<file path="config.mk">
export PLATFORM = sky130hd
export DESIGN_NAME = xfer_split_tracker
export DESIGN_NICKNAME = d
export VERILOG_FILES = /design/src/rtl/xspi_trk_pkg.sv /design/src/rtl/xfer_addr_adv.sv /design/src/rtl/xfer_split_tracker.sv
export SDC_FILE = /design/constraint.sdc
export NUM_CORES = 1
export LEC_CHECK = 0
export CORE_ASPECT_RATIO = 1.25
export CORE_MARGIN = 1.5
export CORE_UTILIZATION = 42
export CTS_CLUSTER_SIZE = 28
export DETAILED_ROUTE_END_ITERATION = 7
export HOLD_SLACK_MARGIN = 0.15
export PLACE_DENSITY = 0.69
export SYNTH_ARGS = -nofsm -noshare
export SYNTH_HDL_FRONTEND = slang
export SYNTH_SLANG_ARGS = --single-unit
</file>
<file path="constraint.sdc">
create_clock -name mem_clk -period 10.7 [get_ports mem_clk]
set_input_delay 2.14 -clock mem_clk [delete_from_list [all_inputs] [get_ports mem_clk]]
set_output_delay 2.14 -clock mem_clk [all_outputs]
set_load 0.01 [all_outputs]
</file>
<file path="src/rtl/xspi_trk_pkg.sv">
// Shared types and helpers for the xSPI page-boundary / tCEM split tracker.
// Burst-type and split-cause encodings, FSM states, page-mask decode.
package xspi_trk_pkg;

  localparam logic [1:0] BTYPE_INCR = 2'b01;
  localparam logic [1:0] BTYPE_WRAP = 2'b10;

  localparam logic [1:0] CAUSE_PAGE = 2'b01;
  localparam logic [1:0] CAUSE_TCEM = 2'b10;

  localparam logic [3:0] PG_CODE_MIN = 4'd6;

  typedef enum logic [1:0] {
    ST_IDLE  = 2'd0,
    ST_TRACK = 2'd1,
    ST_SPLIT = 2'd2
  } trk_state_e;

  function automatic int dqs_cnt_width(input int data_w);
    if (data_w >= 128) return 12;
    if (data_w >= 64) return 11;
    return 10;
  endfunction

  // Zero mask means the page check is disabled (codes below 6).
  function automatic logic [15:0] page_mask(input logic [3:0] code);
    logic [15:0] m;
    m = '0;
    if (code >= PG_CODE_MIN) m = (16'd1 << code) - 16'd1;
    return m;
  endfunction

endpackage

</file>
<file path="src/rtl/xfer_addr_adv.sv">
// Combinational address advance (INCR / WRAP / post-wrap jump)
// and page-boundary hit detect for the split tracker.
module xfer_addr_adv
  import xspi_trk_pkg::*;
#(
  parameter int AW            = 32,
  parameter int BYTES_PER_CLK = 2,
  parameter int PIPE_LEAD     = 2
) (
  input  logic [AW-1:0] addr_i,
  input  logic          lead_i,
  input  logic          wrap_en_i,
  input  logic [6:0]    wrap_mask_i,
  input  logic          cnt_zero_i,
  input  logic [3:0]    pg_code_i,
  output logic [AW-1:0] next_o,
  output logic          page_hit_o
);

  logic [AW-1:0] step;
  logic [AW-1:0] wmask;
  logic [AW-1:0] inc;
  logic [AW-1:0] wrapped;
  logic [AW-1:0] post;
  logic [15:0]   pmask;

  assign step = lead_i ? AW'(PIPE_LEAD * BYTES_PER_CLK)
                       : AW'(BYTES_PER_CLK);

  assign wmask   = AW'(wrap_mask_i);
  assign inc     = addr_i + step;
  assign wrapped = (addr_i & ~wmask) | (inc & wmask);
  // Wrap finished: resume linearly just past the wrap block.
  assign post    = (addr_i & ~wmask) + wmask + AW'(1);

  always_comb begin
    next_o = inc;
    if (wrap_en_i) next_o = cnt_zero_i ? post : wrapped;
  end

  assign pmask      = page_mask(pg_code_i);
  assign page_hit_o = (pmask != '0) &&
                      ((addr_i[15:0] & pmask) == '0);

endmodule

</file>
<file path="src/rtl/xfer_split_tracker.sv">
// Tracks live xSPI write address; requests split on page crossing or tCEM.
// Define RD_TRACK_EN to also track reads (tCEM-only splits for reads).
module xfer_split_tracker
  import xspi_trk_pkg::*;
#(
  parameter  int AXI_ADDR_WIDTH = 32,
  parameter  int AXI_DATA_WIDTH = 32,
  parameter  int BYTES_PER_CLK  = 2,
  parameter  int PIPE_LEAD      = 2,
  localparam int DQS_CNT_WIDTH  = dqs_cnt_width(AXI_DATA_WIDTH)
) (
  input  logic                      mem_clk,
  input  logic                      rst_n,
  input  logic                      tcem_expired,
  input  logic [3:0]                mem_page_size,
  input  logic                      start_track,
  input  logic [AXI_ADDR_WIDTH-1:0] first_addr,
  input  logic                      wr_rd,
  input  logic [1:0]                xfer_btype,
  input  logic [DQS_CNT_WIDTH-1:0]  xfer_mem_len,
  input  logic                      sclk_en,
  input  logic                      ce_n_ip,
  output logic                      split_req,
  output logic [1:0]                split_cause,
  output logic [AXI_ADDR_WIDTH-1:0] resume_addr,
  input  logic                      split_ack,
  output logic                      xfer_done
);

  localparam int AW   = AXI_ADDR_WIDTH;
  localparam int DW   = DQS_CNT_WIDTH;
  localparam int WB_W = DW + 4;

`ifdef RD_TRACK_EN
  localparam bit RD_TRACK = 1'b1;
`else
  localparam bit RD_TRACK = 1'b0;
`endif

  trk_state_e    state_q, state_d;
  logic [AW-1:0] addr_q, addr_d;
  logic [DW-1:0] cnt_q, cnt_d;
  logic          wrap_q, wrap_d;
  logic [6:0]    wmask_q, wmask_d;
  logic          rd_q, rd_d;
  logic [1:0]    cause_q, cause_d;
  logic [AW-1:0] resume_q, resume_d;
  logic          done_q, done_d;

  logic [WB_W-1:0] wbytes;
  logic            wrap_ok;
  logic [6:0]      wmask_new;
  logic            idle;
  logic            cnt_zero;
  logic [AW-1:0]   adv_addr;
  logic            adv_wrap;
  logic [6:0]      adv_mask;
  logic            adv_czero;
  logic [AW-1:0]   adv_next;
  logic            page_hit;
  logic            pg_split;
  logic            accept;

  assign wbytes = WB_W'(xfer_mem_len) * WB_W'(BYTES_PER_CLK);

  // Only 16/32/64-byte wraps are honoured; anything else runs as INCR.
  assign wrap_ok = (xfer_btype == BTYPE_WRAP) &&
                   ((wbytes == WB_W'(16)) ||
                    (wbytes == WB_W'(32)) ||
                    (wbytes == WB_W'(64)));

  assign wmask_new = wbytes[6:0] - 7'd1;

  assign idle      = (state_q == ST_IDLE);
  assign cnt_zero  = (cnt_q == '0);
  assign adv_addr  = idle ? first_addr : addr_q;
  assign adv_wrap  = idle ? wrap_ok : wrap_q;
  assign adv_mask  = idle ? wmask_new : wmask_q;
  assign adv_czero = idle ? 1'b0 : cnt_zero;

  xfer_addr_adv #(
    .AW            (AW),
    .BYTES_PER_CLK (BYTES_PER_CLK),
    .PIPE_LEAD     (PIPE_LEAD)
  ) u_adv (
    .addr_i      (adv_addr),
    .lead_i      (idle),
    .wrap_en_i   (adv_wrap),
    .wrap_mask_i (adv_mask),
    .cnt_zero_i  (adv_czero),
    .pg_code_i   (mem_page_size),
    .next_o      (adv_next),
    .page_hit_o  (page_hit)
  );

  // A wrap still in progress must not be cut at a page boundary.
  assign pg_split = page_hit && !rd_q && (!wrap_q || cnt_zero);
  assign accept   = start_track && (wr_rd || RD_TRACK);

  always_comb begin
    state_d  = state_q;
    addr_d   = addr_q;
    cnt_d    = cnt_q;
    wrap_d   = wrap_q;
    wmask_d  = wmask_q;
    rd_d     = rd_q;
    cause_d  = cause_q;
    resume_d = resume_q;
    done_d   = 1'b0;
    unique case (state_q)
      ST_IDLE: begin
        if (accept) begin
          state_d = ST_TRACK;
          addr_d  = adv_next;
          cnt_d   = xfer_mem_len - DW'(1);
          wrap_d  = wrap_ok;
          wmask_d = wrap_ok ? wmask_new : 7'd0;
          rd_d    = ~wr_rd;
        end
      end
      ST_TRACK: begin
        if (ce_n_ip) begin
          done_d  = 1'b1;
          state_d = ST_IDLE;
        end else if (tcem_expired) begin
          resume_d = sclk_en ? addr_q
                             : addr_q - AW'(BYTES_PER_CLK);
          cause_d  = CAUSE_TCEM |
                     (pg_split ? CAUSE_PAGE : 2'b00);
          state_d  = ST_SPLIT;
        end else if (!sclk_en) begin
          state_d = ST_TRACK;
        end else if (pg_split) begin
          resume_d = addr_q;
          cause_d  = CAUSE_PAGE;
          state_d  = ST_SPLIT;
        end else begin
          addr_d = adv_next;
          cnt_d  = cnt_zero ? '0 : cnt_q - DW'(1);
          if (cnt_zero) wrap_d = 1'b0;
        end
      end
      ST_SPLIT: begin
        if (split_ack || ce_n_ip) state_d = ST_IDLE;
      end
      default: state_d = ST_IDLE;
    endcase
  end

  always_ff @(posedge mem_clk) begin
    if (!rst_n) begin
      state_q  <= ST_IDLE;
      addr_q   <= '0;
      cnt_q    <= '0;
      wrap_q   <= 1'b0;
      wmask_q  <= '0;
      rd_q     <= 1'b0;
      cause_q  <= '0;
      resume_q <= '0;
      done_q   <= 1'b0;
    end else begin
      state_q  <= state_d;
      addr_q   <= addr_d;
      cnt_q    <= cnt_d;
      wrap_q   <= wrap_d;
      wmask_q  <= wmask_d;
      rd_q     <= rd_d;
      cause_q  <= cause_d;
      resume_q <= resume_d;
      done_q   <= done_d;
    end
  end

  assign split_req   = (state_q == ST_SPLIT);
  assign split_cause = cause_q;
  assign resume_addr = resume_q;
  assign xfer_done   = done_q;

endmodule

</file>
==> reports/results.ini, run 1 <==
[die]
die_h_um = 143
boundaryPins = 92
start_util_pct = 42.7
die_w_um = 115
coreArea_um2 = 15400
dieArea_um2 = 16500
rows = 51

[yosys]
synth_edf_count = 0
synthFlopType = dfxtp_1
ys_seq_area_share_pct = 26.7
netlist_instances = 900
avgSynthCellArea_um2 = 7.33
ys_warn_count = 0
mappedNetlistArea_um2 = 6600
syn_nets = 964
synth_cell_types = 82
async_flop_share_pct = 0
synth-seq-cells = 88

[timing]
finClkSkew_ns = 0.0147
period_share_pct = 52.9
tns_ns = 0
grt_setup_unrepaired = false
finalWorstSetupSlack_ns = 5.05
slew_violations = 0
max_slew_margin_pct = 34.0
fin_crit_ns = 5.65
tightestPinTransition_ns = 0.965
hold_viol = 0
setup_viol = 0
fmax_mhz = 177

[clocking]
cts.sinks = 88
clk_pin_slew_worst_paths_ns = 0.07
hold_buffers = 0
htreeDepth = 3
cts_root_buf = clkbuf_16
numCtsBuffers = 9
clk_path_buf_depth = 2
clk_latency_ns = 0.36
cts_tree = yes
cts_resized = 0
post-cts-setup-buffer-count = 0

[critical_path]
rr_startpoint = state_q[1]
crit_end = addr_q[19]
critPathRequiredTime_ns = 10.91
start_kind = input port
crit_start = mem_page_size[2]
end_kind = register
timing.rr.end = addr_q[19]
crit_path_max_fanout = 34
r2r_cells = 10
reg2reg_setup_slack_ns = 6.07
setup.worst_path.class = input port to register
critical_path_arrival_ns = 5.87

[global_route]
grt_pass1_vias = 6321
grt_max_degree = 78
grt_usage_pct = 24.5
antenna_found_initial = 0
grt_pass1_wl_um = 32000
overflow = 0

[cells_and_area]
fillers = 1599
drive_gt1_share_pct = 5.65
antenna_cells = 0
nNetsFinal = 998
synthToLayoutAreaGrowth_pct = 18.8

[detailed_routing]
drtIter0Drc = 463
vias = 6874
avgRoutedWirePerCell_um = 17.2
routed_wirelength_um = 19800
route.detailed.drc = 0
dr.pass1.iters = 5
via_per_inst = 5.98
antenna_left = 0

[power]
p_int_w = 0.000591
power_w = 0.000870
pwr-share-comb_pct = 24.0
power_density_nw_per_um2 = 111
seqPwrFrac_pct = 41.4
p_leak_nw = 2.66
peakVddDrop_v = 0.0000550
clock_power_share_pct = 34.6
power_switching_share_pct = 32.1
switchingPower_w = 0.000279

[place]
io_buffer_count = 91
pre_cts_slack_ns = 4.70
gp_congestion = 0.924
hpwl_um = 13900

[run_status]
status = finished clean

[flow_run]
drv_cap = 0

[worst_hold_path]
hold_path.class = register to register

critical path, stage by stage:
cell and delay, ns:
clkdlybuf4s50_1 0.63, nor2_1 0.11, nand3b_1 0.10, ha_1 0.26
nor2_1 0.09, a32oi_1 0.21, o21ai_0 0.13, a2111oi_0 0.90
a31o_2 0.81, a2111oi_0 0.14, a221oi_1 0.23, o21ai_0 0.10
sequential cells by signal, indices dropped and copies added (netlist names):
signal	flops
state_q	2
resume_addr	32
split_cause	2
cnt_q	10
rd_q	1
xfer_done	1
addr_q	32
wrap_q	1
wmask_q	7
cell usage after synthesis, types with 6 or more instances:
library cell | number | area share, %
nor2_1 | 108 | 6.1
dfxtp_1 | 88 | 27
nand2_1 | 79 | 4.5
clkbuf_1 | 61 | 3.5
o21ai_0 | 60 | 4.6
a21oi_1 | 50 | 3.8
nor3_1 | 37 | 2.8
a211oi_1 | 33 | 3.8
xnor2_1 | 30 | 4.0
nand3_1 | 28 | 2.1
mux2i_1 | 24 | 3.6
and3_1 | 19 | 1.8
o211ai_1 | 18 | 2.0
xor2_1 | 18 | 2.4
a31oi_1 | 17 | 1.6
nor4_1 | 17 | 1.6
inv_1 | 15 | 0.85
buf_2 | 11 | 0.83
o22ai_1 | 9 | 0.85
or3_1 | 9 | 0.85
ha_1 | 8 | 1.5
or4_1 | 8 | 0.91
nand3b_1 | 7 | 0.80
nand4_1 | 7 | 0.66
nor3b_1 | 7 | 0.80
o2111ai_1 | 7 | 0.93
a22oi_1 | 6 | 0.68
buf_1 | 6 | 0.34
nand2b_1 | 6 | 0.57
nor2b_1 | 6 | 0.57
o31ai_1 | 6 | 0.68
kinds of logic (layout without fill, tap and decap cells):
logic type / Yosys count / count (layout) / share of synthesized area [%]
compound gates: 268 / 268 / 27.5
xor+xnor: 48 / 48 / 6.37
fa+ha+maj: 8 / 8 / 1.52
buf+inv: 96 / 134 / 5.90
flops: 88 / 88 / 26.7
mux: 26 / 26 / 3.98
simple gates: 366 / 366 / 28.0
final cells by class:
cell class | instances | area [um^2] | share of cell area (%)
Clock inverter | 4 | 31.3 | 0.399
Tap cell | 212 | 265 | 3.39
Inverter | 16 | 60.1 | 0.767
Multi-Input combinational cell | 716 | 4470 | 57.1
Timing Repair Buffer | 103 | 1000 | 12.8
Sequential cell | 88 | 1760 | 22.5
Clock buffer | 11 | 243 | 3.10
layout by cell type (no fill, tap or decap), types with 9 or more instances in the layout:
cell type / Yosys / final
nand2_1: 79 / 79
mux2i_1: 24 / 24
a21oi_1: 50 / 50
or3_1: 9 / 9
nor2_1: 108 / 108
clkdlybuf4s50_1: 0 / 91
clkbuf_16: 0 / 9
dfxtp_1: 88 / 88
nor3_1: 37 / 37
and3_1: 19 / 19
o22ai_1: 9 / 9
o21ai_0: 60 / 60
nor4_1: 17 / 17
inv_1: 15 / 14
xnor2_1: 30 / 30
buf_4: 0 / 12
a211oi_1: 33 / 33
a31oi_1: 17 / 16
nand3_1: 28 / 28
xor2_1: 18 / 18
o211ai_1: 18 / 18
layer usage:
layer	share of wire, %	vias up	track usage, %
met1	44	3199	31.5
met5	0	-	0
met4	3.5	0	11.7
li1	-	3397	-
met2	48	236	40.6
met3	4.7	42	3.14
through the flow:
stage | util, % | hold slack [ns] | std cells | area (um^2)
CTS | 50.7 | 0.472 | 1150 | 7830
floorplan | - | 0.445 | 900 | 6600
finish | 50.7 | 0.473 | 1150 | 7830
global route | 50.7 | 0.499 | 1150 | 7830
global placement | 49.0 | 0.460 | 1135 | 7560
detailed placement | 49.0 | 0.465 | 1135 | 7560
how the worst min path moves through the flow:
stage               start          to  slack, ns  depth (start not counted)
2_1_floorplan  wmask_q[5]  wmask_q[5]       0.45                          2
6_report       wmask_q[5]  wmask_q[5]       0.47                          2
3_3_place_gp   wmask_q[5]  wmask_q[5]       0.46                          2
3_5_place_dp   wmask_q[5]  wmask_q[5]       0.46                          2
5_1_grt        wmask_q[0]  wmask_q[0]       0.50                          2
4_1_cts        wmask_q[5]  wmask_q[5]       0.47                          2
power by group through the flow:
stage / combinational [W] / clock (W) / sequential (W)
after floorplan: 0.000147 / 0 / 0.000357
after global placement: 0.000205 / 0 / 0.000367
after detailed placement: 0.000206 / 0 / 0.000368
after CTS: 0.000207 / 0.000308 / 0.000360
after global routing: 0.000228 / 0.000323 / 0.000363
final: 0.000209 / 0.000301 / 0.000360
(Power assumes the default switching activity.)
==> run 2: changes to the inputs <==
--- a/config.mk
+++ b/config.mk
@@ -11,7 +11,7 @@
 export CTS_CLUSTER_SIZE = 28
 export DETAILED_ROUTE_END_ITERATION = 7
 export HOLD_SLACK_MARGIN = 0.15
-export PLACE_DENSITY = 0.69
+export PLACE_DENSITY = 0.71
 export SYNTH_ARGS = -nofsm -noshare
 export SYNTH_HDL_FRONTEND = slang
 export SYNTH_SLANG_ARGS = --single-unit
==> constraint.sdc (replaced) <==
create_clock -name mem_clk -period 5.1 [get_ports mem_clk]
set_input_delay 1.02 -clock mem_clk [delete_from_list [all_inputs] [get_ports mem_clk]]
set_output_delay 1.02 -clock mem_clk [all_outputs]
set_load 0.01 [all_outputs]
==> run 2 against run 1 <==
Compared with the run above:
- die area stayed put
- first-iteration DRC count is 1.5% lower
- total power rose by 110%
- via count is 0.89% higher
- worst hold slack gained 0.0058 ns
- clock power rose by 110%
- count of clock-buffer cells in the layout unchanged
- routed wire length grew 0.89%
- largest power group unchanged
- global-route usage decreased by 0.082 points
- final cell count grew 0.96%
- critical path depth is 1 lower
==> reports/results.ini, run 2 (synthesis results as in run 1) <==
[flow_run]
drv_cap = 0

[critical_path]
crit_path_max_fanout = 8
crit_slowest_cell = clkdlybuf4s50_1
setup.worst_path.class = input port to register
end_kind = register
start_kind = input port
max_stage_delay_ns = 0.59
rr_startpoint = state_q[1]
r2r_cells = 13
critical_path_arrival_ns = 4.62
worst-path-buf-inv = 2
reg2reg_setup_slack_ns = 1.41
path_cells = clkdlybuf4s50_1, inv_1, ha_1, nor3b_1, xnor2_1, a21o_1, nor3b_4, o21a_4, or4b_1, or4_1, o211ai_1
cpLargestDelayFamily = simple AND/OR/NAND/NOR gates
timing.rr.end = addr_q[27]
cp.depth = 11
critPathRequiredTime_ns = 5.38

[timing]
setup_viol = 0
tightestPinTransition_ns = 0.947
tns_ns = 0
finClkSkew_ns = 0.00609
holdWs_ns = 0.478
grt_setup_unrepaired = false
hold_viol = 0
fmax_mhz = 230
max_slew_margin_pct = 36.7
fin_crit_ns = 4.34
period_share_pct = 85.2
slew_violations = 0

[clocking]
clk_latency_ns = 0.35
hold_buffers = 0
post-cts-setup-buffer-count = 0
cts_resized = 0
clk_path_buf_depth = 2
htreeDepth = 3
numCtsBuffers = 9
cts.sinks = 88
cts_tree = yes
clk_pin_slew_worst_paths_ns = 0.07
cts_root_buf = clkbuf_16

[cells_and_area]
post_layout_nonfiller_instances = 1161
layout_common_cells = nor2_1, clkdlybuf4s50_1, dfxtp_1
nNetsFinal = 1008
antenna_cells = 0
final_util_pct = 51.4
synthToLayoutAreaGrowth_pct = 20.2
drive_gt1_share_pct = 6.74
fillers = 1580
final_common_cell = nor2_1

[die]
boundaryPins = 92
die_h_um = 143
die_w_um = 115
dieArea_um2 = 16500
coreArea_um2 = 15400
rows = 51
start_util_pct = 42.7

[worst_hold_path]
holdCritStartpoint = rd_q
whs_endpoint = rd_q
hold_path_depth = 1
hold_path.class = register to register

[place]
io_buffer_count = 91
gp_congestion = 0.966
hpwl_um = 14400
placed_cells = 1145

[detailed_routing]
wl_met2_um = 9720
highest_layer = met4
dr.pass1.iters = 7
via_per_inst = 5.97
avgRoutedWirePerCell_um = 17.2
wl_met3_um = 1070
routed_wirelength_um = 20000
vias = 6935
antenna_left = 0
drtIter0Drc = 456
wl_met1_um = 8410
route.detailed.drc = 0

[run_status]
status = finished clean

[power]
switchingPower_w = 0.000596
peakVddDrop_v = 0.000126
p_leak_nw = 2.71
pwr-share-comb_pct = 24.1
power_switching_share_pct = 32.3
power_density_nw_per_um2 = 233
clock_power_share_pct = 35.0
seqPwrFrac_pct = 41.0
p_int_w = 0.00125

[global_route]
grt_usage_pct = 24.5
grt_pass1_vias = 6395
antenna_found_initial = 0
overflow = 0
grt_pass1_wl_um = 31800
grt_max_degree = 63

-- run 2: area by class of cell --
cell class                 count  area [um^2]  area share [%]
multi-input combinational    716         4470            56.4
sequential                    88         1760            22.2
timing repair buffer         113         1090            13.7
tap                          212          265            3.34
clock buffer                  11          243            3.06
inverter                      16         60.1           0.757
clock inverter                 5         40.0           0.505
-- run 2: stage by stage --
stage          worst slack (ns)  power (W)  area (um^2)
3_5_place_dp              0.420    0.00121         7650
4_1_cts                   0.774    0.00186         7930
2_1_floorplan             0.468    0.00106         6600
3_3_place_gp              0.495    0.00120         7650
5_1_grt                   0.557    0.00193         7930
6_report                  0.756    0.00185         7930
-- run 2: how the worst max path moves through the flow --
stage / startpoint / end / slack (ns)
3_3_place_gp: xfer_mem_len[0] / addr_q[27] / 0.50
2_1_floorplan: state_q[0] / addr_q[27] / 0.47
6_report: xfer_mem_len[0] / addr_q[27] / 0.76
4_1_cts: xfer_mem_len[0] / addr_q[27] / 0.77
5_1_grt: xfer_mem_len[0] / addr_q[27] / 0.56
3_5_place_dp: xfer_mem_len[0] / addr_q[27] / 0.42
-- run 2: per-layer routing --
metal  vias to the layer above  global-route usage (%)
met5                         -                       0
met2                       238                    41.7
li1                       3410                       -
met4                         0                    13.1
met3                        50                    3.23
met1                      3237                    29.8
-- run 2: power by group through the flow --
stage	sequential, W	clock, W	combinational (W)
2_1_floorplan	0.000748	0	0.000308
3_3_place_gp	0.000770	0	0.000434
3_5_place_dp	0.000771	0	0.000438
4_1_cts	0.000756	0.000659	0.000440
5_1_grt	0.000761	0.000686	0.000486
6_report	0.000757	0.000647	0.000445
==> run 3: changes to the inputs <==
--- a/config.mk
+++ b/config.mk
@@ -12,6 +12,7 @@
 export DETAILED_ROUTE_END_ITERATION = 7
 export HOLD_SLACK_MARGIN = 0.15
 export PLACE_DENSITY = 0.71
+export RECOVER_POWER = 25
 export SYNTH_ARGS = -nofsm -noshare
 export SYNTH_HDL_FRONTEND = slang
 export SYNTH_SLANG_ARGS = --single-unit
==> run 3 against run 2 <==
Compared with the run above:
- final cell count hardly changed
- via count rose by 0.85%
- non-clock buffer count unchanged
- critical path type unchanged
- setup slack got worse by 0.0094 ns
- routed wire length rose by 0.29%
- first-iteration DRC count down 1.3%
- sequential power is essentially flat
==> reports/results.ini, run 3 (synthesis results as in run 1) <==
[worst_hold_path]
hold_path.class = register to register
whs_endpoint = split_cause[1]
hold_path_depth = 2
holdCritStartpoint = split_cause[1]

[critical_path]
end_kind = register
crit_start = xfer_mem_len[0]
critPathRequiredTime_ns = 5.38
crit_slowest_cell = clkdlybuf4s50_1
start_kind = input port
max_stage_delay_ns = 0.59
critical_path_arrival_ns = 4.63
crit_path_max_fanout = 8
worst-path-buf-inv = 2
timing.rr.end = addr_q[28]
reg2reg_setup_slack_ns = 1.06
r2r_cells = 9
setup.worst_path.class = input port to register
path_cells = clkdlybuf4s50_1, inv_1, ha_1, nor3b_1, xnor2_1, a21o_1, nor3b_4, o21a_4, or4b_1, or4_1, o211ai_1
cp.depth = 11
cpLargestDelayFamily = simple AND/OR/NAND/NOR gates
rr_startpoint = state_q[0]

[place]
hpwl_um = 14400
gp_congestion = 0.966
pre_cts_slack_ns = 0.420
io_buffer_count = 91

[cells_and_area]
final_util_pct = 51.3
drive_gt1_share_pct = 6.53
final_common_cell = nor2_1
nNetsFinal = 1008
layout_common_cells = nor2_1, dfxtp_1, nand2_1
synthToLayoutAreaGrowth_pct = 20.1

[timing]
finClkSkew_ns = 0.00912
grt_setup_unrepaired = false
max_slew_margin_pct = 13.4
setup_viol = 0
fmax_mhz = 230
finalWorstSetupSlack_ns = 0.747
slew_violations = 0
hold_viol = 0
tightestPinTransition_ns = 1.30
period_share_pct = 85.4
holdWs_ns = 0.479
tns_ns = 0
fin_crit_ns = 4.35

[detailed_routing]
via_per_inst = 6.02
highest_layer = met4
wl_met3_um = 1010
dr.pass1.iters = 5
vias = 6994
avgRoutedWirePerCell_um = 17.2
wl_met1_um = 8540
antenna_left = 0
drtIter0Drc = 450
routed_wirelength_um = 20000
wl_met2_um = 9750
route.detailed.drc = 0

[power]
power_density_nw_per_um2 = 233
peakVddDrop_v = 0.000125
p_leak_nw = 2.81

[clocking]
cts.sinks = 88
clk_latency_ns = 0.35
cts_tree = yes
numCtsBuffers = 9
cts_resized = 0
htreeDepth = 3
cts_root_buf = clkbuf_16
clk_path_buf_depth = 2
post-cts-setup-buffer-count = 0
hold_buffers = 0
clk_pin_slew_worst_paths_ns = 0.07

[global_route]
grt_max_degree = 63
grt_usage_pct = 24.5
overflow = 0
grt_pass1_vias = 6395
grt_pass1_wl_um = 31800
antenna_found_initial = 0

[die]
start_util_pct = 42.7
die_h_um = 143
boundaryPins = 92
dieArea_um2 = 16500
rows = 51
die_w_um = 115
coreArea_um2 = 15400

[run_status]
status = finished clean

[flow_run]
drv_cap = 0

==> run 3: cell types whose count changed in the layout (fill, tap and decap cells not counted), sizes merged <==
cell           delta
buf               -2
clkbuf            +2
clkdlybuf4s50    -29
diode             +1
dlygate4sd3      +29
==> run 3: power breakdown <==
group,internal [W],switching (W)
Combinational,0.000187,0.000255
Sequential,0.000714,0.0000427
Clock,0.000348,0.000298
Total,0.00125,0.000596
==> run 3: stage by stage <==
step	std cells	power (W)	cell area (um^2)
2_1_floorplan	900	0.00106	6600
3_3_place_gp	1145	0.00120	7650
3_5_place_dp	1145	0.00121	7650
4_1_cts	1161	0.00186	7930
5_1_grt	1161	0.00193	7920
6_report	1162	0.00185	7930
==> run 3: how the worst max path moves through the flow <==
stage | endpoint | slack (ns)
final | addr_q[27] | 0.75
after global routing | addr_q[27] | 0.56
after CTS | addr_q[27] | 0.77
after detailed placement | addr_q[27] | 0.42
after global placement | addr_q[27] | 0.50
after floorplan | addr_q[27] | 0.47
==> run 3: layer usage <==
layer	global-route usage (%)	vias to the layer above
met5	0	-
met4	13.1	0
met3	3.23	47
met2	41.7	244
met1	29.8	3280
li1	-	3423
==> run 3: cell type report <==
type	count	area (um^2)
antenna	1	2.50
clock buffer	11	243
clock inverter	5	40.0
fill	1579	7520
inverter	16	60.1
multi-input combinational	716	4470
sequential	88	1760
tap	212	265
timing repair buffer	113	1080
==> run 3: tightest hold or removal path, stage by stage (launching register included) <==
cell	delay, ns
dfxtp_1	0.30
o21ai_0	0.06
a21oi_1	0.06
